**config.mk**
```make
export PLATFORM = sky130hd
export DESIGN_NAME = pipe_hazard_ctrl
export DESIGN_NICKNAME = d
export VERILOG_FILES = /design/src/rtl/pipe_hazard_ctrl.sv
export SDC_FILE = /design/constraint.sdc
export NUM_CORES = 1
export LEC_CHECK = 0
export BUFFER_PORTS_ARGS = -buffer_cell sky130_fd_sc_hd__buf_2
export CORE_MARGIN = 2
export CORE_UTILIZATION = 30
export CTS_CLUSTER_SIZE = 30
export DETAILED_ROUTE_END_ITERATION = 12
export HOLD_SLACK_MARGIN = 0.1
export PLACE_DENSITY = 0.57
export SLEW_MARGIN = 5
export SYNTH_ARGS = -nofsm -noshare
export SYNTH_HDL_FRONTEND = slang
export SYNTH_SLANG_ARGS = --single-unit
```
**constraint.sdc**
```tcl
create_clock -name clk -period 6.05 [get_ports clk]
set_input_delay 1.21 -clock clk [delete_from_list [all_inputs] [get_ports clk]]
set_output_delay 1.21 -clock clk [all_outputs]
set_load 0.05 [all_outputs]
```
**src/rtl/pipe_hazard_ctrl.sv**
```systemverilog
// Pipeline hazard/sequencing controller: load-use, EX-resolved branch/jump flush,
// multi-cycle mul/div busy tracking and a saturating stall-cycle counter.
module pipe_hazard_ctrl #(
  parameter int MD_LAT = 4,
  parameter int CNT_W  = 3,
  parameter int PERF_W = 16
) (
  input  logic              clk,
  input  logic              rst,
  input  logic [4:0]        id_rs,
  input  logic [4:0]        id_rt,
  input  logic              id_uses_rs,
  input  logic              id_uses_rt,
  input  logic              id_md_start,
  input  logic              id_reads_hilo,
  input  logic              ex_memr,
  input  logic [4:0]        ex_rd,
  input  logic              ex_branch_taken,
  input  logic              ex_jump,
  output logic              pc_wr,
  output logic              if_id_wr,
  output logic              if_id_flush,
  output logic              id_ex_stall,
  output logic              id_ex_flush,
  output logic              md_busy,
  output logic [PERF_W-1:0] stall_cnt
);

  typedef enum logic {RUN, MD} state_t;

  state_t             state_q, state_d;
  logic [CNT_W-1:0]   md_cnt_q, md_cnt_d;
  logic [PERF_W-1:0]  stall_cnt_q;
  logic               lu, md_haz, flush, stall, issue;

  assign md_busy   = (md_cnt_q != '0);
  assign stall_cnt = stall_cnt_q;

  assign lu = ex_memr && (ex_rd != 5'd0) &&
              ((id_uses_rs && (id_rs == ex_rd)) || (id_uses_rt && (id_rt == ex_rd)));
  assign md_haz = md_busy && (id_reads_hilo || id_md_start);
  assign flush  = ex_branch_taken || ex_jump;
  assign stall  = !flush && (lu || md_haz);
  // A flushed or stalled md_start is simply dropped; it will re-present later if still valid.
  assign issue  = id_md_start && !flush && !stall;

  always_comb begin
    pc_wr       = 1'b1;
    if_id_wr    = 1'b1;
    if_id_flush = 1'b0;
    id_ex_stall = 1'b0;
    id_ex_flush = 1'b0;
    if (!rst) begin
      if (flush) begin
        if_id_flush = 1'b1;
        id_ex_flush = 1'b1;
      end else if (stall) begin
        pc_wr       = 1'b0;
        if_id_wr    = 1'b0;
        id_ex_stall = 1'b1;
      end
    end
  end

  always_comb begin
    state_d  = state_q;
    md_cnt_d = md_cnt_q;
    case (state_q)
      RUN: begin
        if (issue) begin
          md_cnt_d = CNT_W'(MD_LAT);
          state_d  = MD;
        end
      end
      MD: begin
        // Flushes do not cancel the op already in EX; keep counting down.
        md_cnt_d = md_cnt_q - CNT_W'(1);
        if (md_cnt_q == CNT_W'(1)) state_d = RUN;
      end
      default: begin
        state_d  = RUN;
        md_cnt_d = '0;
      end
    endcase
  end

  always_ff @(posedge clk or posedge rst) begin
    if (rst) begin
      state_q     <= RUN;
      md_cnt_q    <= '0;
      stall_cnt_q <= '0;
    end else begin
      state_q  <= state_d;
      md_cnt_q <= md_cnt_d;
      if (id_ex_stall && (stall_cnt_q != '1)) stall_cnt_q <= stall_cnt_q + PERF_W'(1);
    end
  end

endmodule
```
Yosys cells after proc, flatten, opt, wreduce, memory -nomap -nowiden
Cells that the tools add are included.
Widths: inputs -> output; s select.
{"block": "classes", "n_addsub": 2, "n_reduce_logical": 17, "eq_ne": 5, "bitwise_logic": 1, "muxes": 13}
{"operator": "$add 16x1->16 const B", "count": 1}
{"operator": "$ne 16x16->1 const B", "count": 1}
{"operator": "$eq 5x5->1", "count": 2}
{"operator": "$mux 1", "count": 10}
{"operator": "$logic_and 1x1->1", "count": 9}
{"operator": "$pmux 3 s2", "count": 1}
{"operator": "$reduce_bool 5->1", "count": 1}
{"operator": "$logic_or 1x1->1", "count": 4}
{"operator": "$eq 3x1->1 const B", "count": 1}
{"operator": "$mux 3", "count": 1}
{"operator": "$reduce_bool 3->1", "count": 1}
{"operator": "$sub 3x1->3 const B", "count": 1}
{"operator": "$logic_not 1->1", "count": 2}
{"operator": "$ne 2x2->1 const B", "count": 1}
{"operator": "$pmux 1 s2", "count": 1}
{"operator": "$not 1->1", "count": 1}
{"block": "word_totals", "word_cells": 41, "regBits": 20}

Longest topological paths before layout
{"block": "logic_depth", "ltp_word": 10, "ltp_mapped": 9, "ltp_nobuf": 8}

Worst setup path after synthesis
Ideal clock, no wire load.
{"block": "synth_path", "path_kind": "input to output", "from": "in ex_rd[1]", "to": "out pc_wr", "setup_slack_ns": 2.131, "arrival_time_ns": 2.709, "n_path_buf": 1, "t_required_ns": 4.840, "path_stages": 6, "cell_sequence": "or4_1 o21a_1 nand2_1 nand2_1 nand2_1 buf_4"}
{"block": "synth_via", "elab_chain_len": 9, "elab_cells_between_ends": 13, "classes_between": "eq/ne (2); mux (3); reduce/logical (8)"}
{"item": "start: declaration", "line": "17", "rtl": "input logic [4:0] ex_rd,"}
{"item": "$eq 5x5->1", "line": "40", "rtl": "((id_uses_rs && (id_rs == ex_rd)) || (id_uses_rt && (id_rt == ex_rd)));"}
{"item": "$logic_and 1x1->1", "line": "40"}
{"item": "$logic_or 1x1->1", "line": "40"}
{"item": "$logic_and 1x1->1 *", "line": "39", "rtl": "assign lu = ex_memr && (ex_rd != 5'd0) &&"}
{"item": "$logic_or 1x1->1 *", "line": "43", "rtl": "assign stall = !flush && (lu || md_haz);"}
{"item": "$logic_and 1x1->1 *", "line": "43"}
{"item": "$mux 1 * (3 in series)"}
{"item": "end: declaration", "line": "20", "rtl": "output logic pc_wr,"}
Mark *: on every way between the ends. The rest lies on a longest branch, timed or not.

Worst setup path in the final report
{"block": "layout_path", "from": "in ex_rd[1]", "to": "out id_ex_stall"}
{"block": "layout_via", "elab_chain_len": 9, "elab_cells_between_ends": 13, "classes_between": "eq/ne (2); mux (3); reduce/logical (8)"}
{"item": "$eq 5x5->1", "line": "40"}
{"item": "$logic_and 1x1->1", "line": "40"}
{"item": "$logic_or 1x1->1", "line": "40"}
{"item": "$logic_and 1x1->1 *", "line": "39"}
{"item": "$logic_or 1x1->1 *", "line": "43"}
{"item": "$logic_and 1x1->1 *", "line": "43"}
{"item": "$mux 1 *", "line": "57", "rtl": "end else if (stall) begin"}
{"item": "$mux 1 *", "line": "54", "rtl": "if (flush) begin"}
{"item": "$mux 1 *", "line": "53", "rtl": "if (!rst) begin"}
{"item": "end: declaration", "line": "23", "rtl": "output logic id_ex_stall,"}
Marks and branches as above.

==> flow_summary.yaml <==
status:
  status: "finished, final reports clean"
worst_setup_path:
  worst_setup_path_start_kind: "primary input"
  arrival_ps: 2620
  cp.required_ps: 4840
  cp-end-kind: "output port"
  reg2reg_to: "stall_cnt[1]$_DFFE_PP0P_"
  cp-endpoint: "id_ex_stall"
  critPathKind: "in -> out"
  timing.rr.start: "stall_cnt[0]$_DFFE_PP0P_"
  r2r_setup_slack_ps: 3670
  critPathMaxFanout: 3
  startpoint: "ex_rd[1]"
  reg2reg_depth: 5
die:
  die_width_um: 68.8
  io_pins: 46
  start_util_pct: 31.3
  rows: 23
  die_area_um2: 4730
  die_h_um: 68.8
  core_um2: 4030
min_path:
  hp-class: "reg -> reg"
  min_path_cells: 1
  hold_start: "stall_cnt[10]$_DFFE_PP0P_"
synth:
  ys_seq_area_share_pct: 39.7
  ys_top_cells_by_area: "dfrtp_1 (40%), xor2_1 (8.3%), xnor2_1 (7.6%), ha_1 (4.0%), nand3_1 (4.0%)"
  synth_top_family_by_area: "simple AND/OR/NAND/NOR gates"
  synth-adder-area-share_pct: 3.97
  synth_ff_type: "dfrtp_1"
  yosys.area_share.simple_pct: 24.4
  synth_commonest_cells: "dfrtp_1 (20), xor2_1 (12), xnor2_1 (11)"
  synth_xor_area_share_pct: 17.3
  yosysMostFrequentCell: "dfrtp_1"
  postSynthAreaPerCell_um2: 10.1
  yosysTopAreaCellShare_pct: 39.7
  synthCells: 125
  synth-compound-area-share_pct: 6.45
  yosys.area.top_type: "dfrtp_1"
  synth_fp_nets: 153
  synth_edf_count: 0
  netlist_area_um2: 1260
  synthMuxAreaShare_pct: 2.68
  synthArstFlopShare_pct: 100
  synth_cell_types: 32
  synth_seq_cells: 20
  ys_warn_count: 0
detailed_routing:
  vias_per_cell: 4.74
  drcViolationCount: 0
  wire_per_inst_um: 12.2
  drt_wl_total_um: 2660
  drtIter0Drc: 44
  drt-pass1-iter-count: 4
  vias: 1039
  ant_nets: 0
clocking:
  root_buffer: "clkbuf_8"
  post_cts_resized: 0
  postCtsHoldBufs: 0
  cts_buffers: 3
  cts_sinks: 20
  cts.clk_slew.worst_paths_ps: 70
  cts_setup_buffers: 0
  clk_path_buf_depth: 2
  worstSkewPairLatency_ps: 250
  cts_tree: "built"
  htree_levels: 1
sta:
  setup_ws_ps: 2220
  rsz0062_at_grt: "no"
  worst_slew_pin_slew_ps: 767
  final-setup-viol-count: 0
  fin_tns_setup_ps: 0
  fin_crit_ps: 3830
  worst_clock_skew_ps: 0.836
  slew_headroom_pct: 48.8
  slew_viol_final: 0
  max_freq_ghz: 0.261
  hold_viol_final: 0
  finalCritPeriodShare_pct: 63.2
global_routing:
  antenna_found_initial: 0
  track_usage_pct: 11.7
  grt_pass1_wl_um: 4090
  grt_max_degree: 21
  grt-ovfl-total: 0
  grt_pass1_vias: 958
final_layout:
  stdcell_count: 219
  syn_to_final_growth_pct: 22.7
  n_fill_cell: 413
  final_layout_size_suffix_gt1_share_pct: 37.3
  diodes: 0
  nets: 199
  fin_area_um2: 1550
power:
  pwr_density_cell_nw_per_um2: 295
  p_leak_nw: 0.792
  p_total_uw: 456
  peakVddDrop_v: 0.000177
place:
  dp.cells: 216
  place_area_um2: 1510
  portBuffers: 45
  place_hpwl_um: 2110
  place.gp.congestion: 0.777
  pre_cts_ws_ps: 2220
run:
  maxCapViolCount: 0
through the flow:
step	util (%)	hold slack (ps)
global placement	37.4	480
detailed placement	37.4	491
finish	38.4	495
floorplan	-	466
global route	38.4	526
CTS	38.4	505
critical path, stage by stage:
cell	delay, ps
buf_2	120
or4_1	530
o21a_1	210
nand2_1	110
nand2_1	80
and2_1	150
buf_2	200
registers in the layout (all words and copies together) (netlist names):
register   cells
stall_cnt     16
md_cnt_q       3
state_q        1
metal layers:
| layer | wire, um | global-route usage (%) |
|---|---|---|
| met1 | 1250 | 14.7 |
| met2 | 1150 | 19.5 |
| met3 | 225 | 2.44 |
| met4 | 38 | 5.15 |
| met5 | 0 | 0 |
cell type report:
class | instances | area [um2] | area share (%)
Sequential cell | 20 | 500 | 32.4
Tap cell | 50 | 62.6 | 4.05
Multi-Input combinational cell | 94 | 691 | 44.7
Timing Repair Buffer | 45 | 225 | 14.6
Inverter | 7 | 26.3 | 1.70
Clock buffer | 3 | 41.3 | 2.67
kinds of logic (layout without fill, tap and decap cells):
logic type / after synthesis / count (layout)
mux: 3 / 3
flops: 20 / 20
compound gates: 10 / 10
buf+inv: 11 / 55
fa+ha+maj: 4 / 4
simple gates: 53 / 53
xor+xnor: 24 / 24
worst min-delay path by stage:
stage | slack, ps | endpoint
after floorplan | 470 | md_cnt_q[1]$_DFFE_PP0P_
after global routing | 530 | stall_cnt[10]$_DFFE_PP0P_
final | 500 | stall_cnt[10]$_DFFE_PP0P_
after detailed placement | 490 | stall_cnt[15]$_DFFE_PP0P_
after CTS | 500 | stall_cnt[10]$_DFFE_PP0P_
after global placement | 480 | stall_cnt[10]$_DFFE_PP0P_
cells in the final DEF, fill, tap and decap left out, types with 3 or more instances in the layout:
master and instances:
and3_1 3, buf_2 45, clkbuf_8 3, dfrtp_1 20, ha_1 4, inv_1 7, mux2_2 3, nand2_1 10
nand3_1 10, nand4_1 4, nor2_1 3, nor2_2 7, nor3_1 6, xnor2_1 11, xor2_1 12
report_power, final:
part / internal [mW] / switching, mW
sequential: 0.160 / 0.0298
combinational: 0.0604 / 0.122
clock: 0.0442 / 0.0399
total: 0.264 / 0.191
Power figures use the tool's default switching activity.
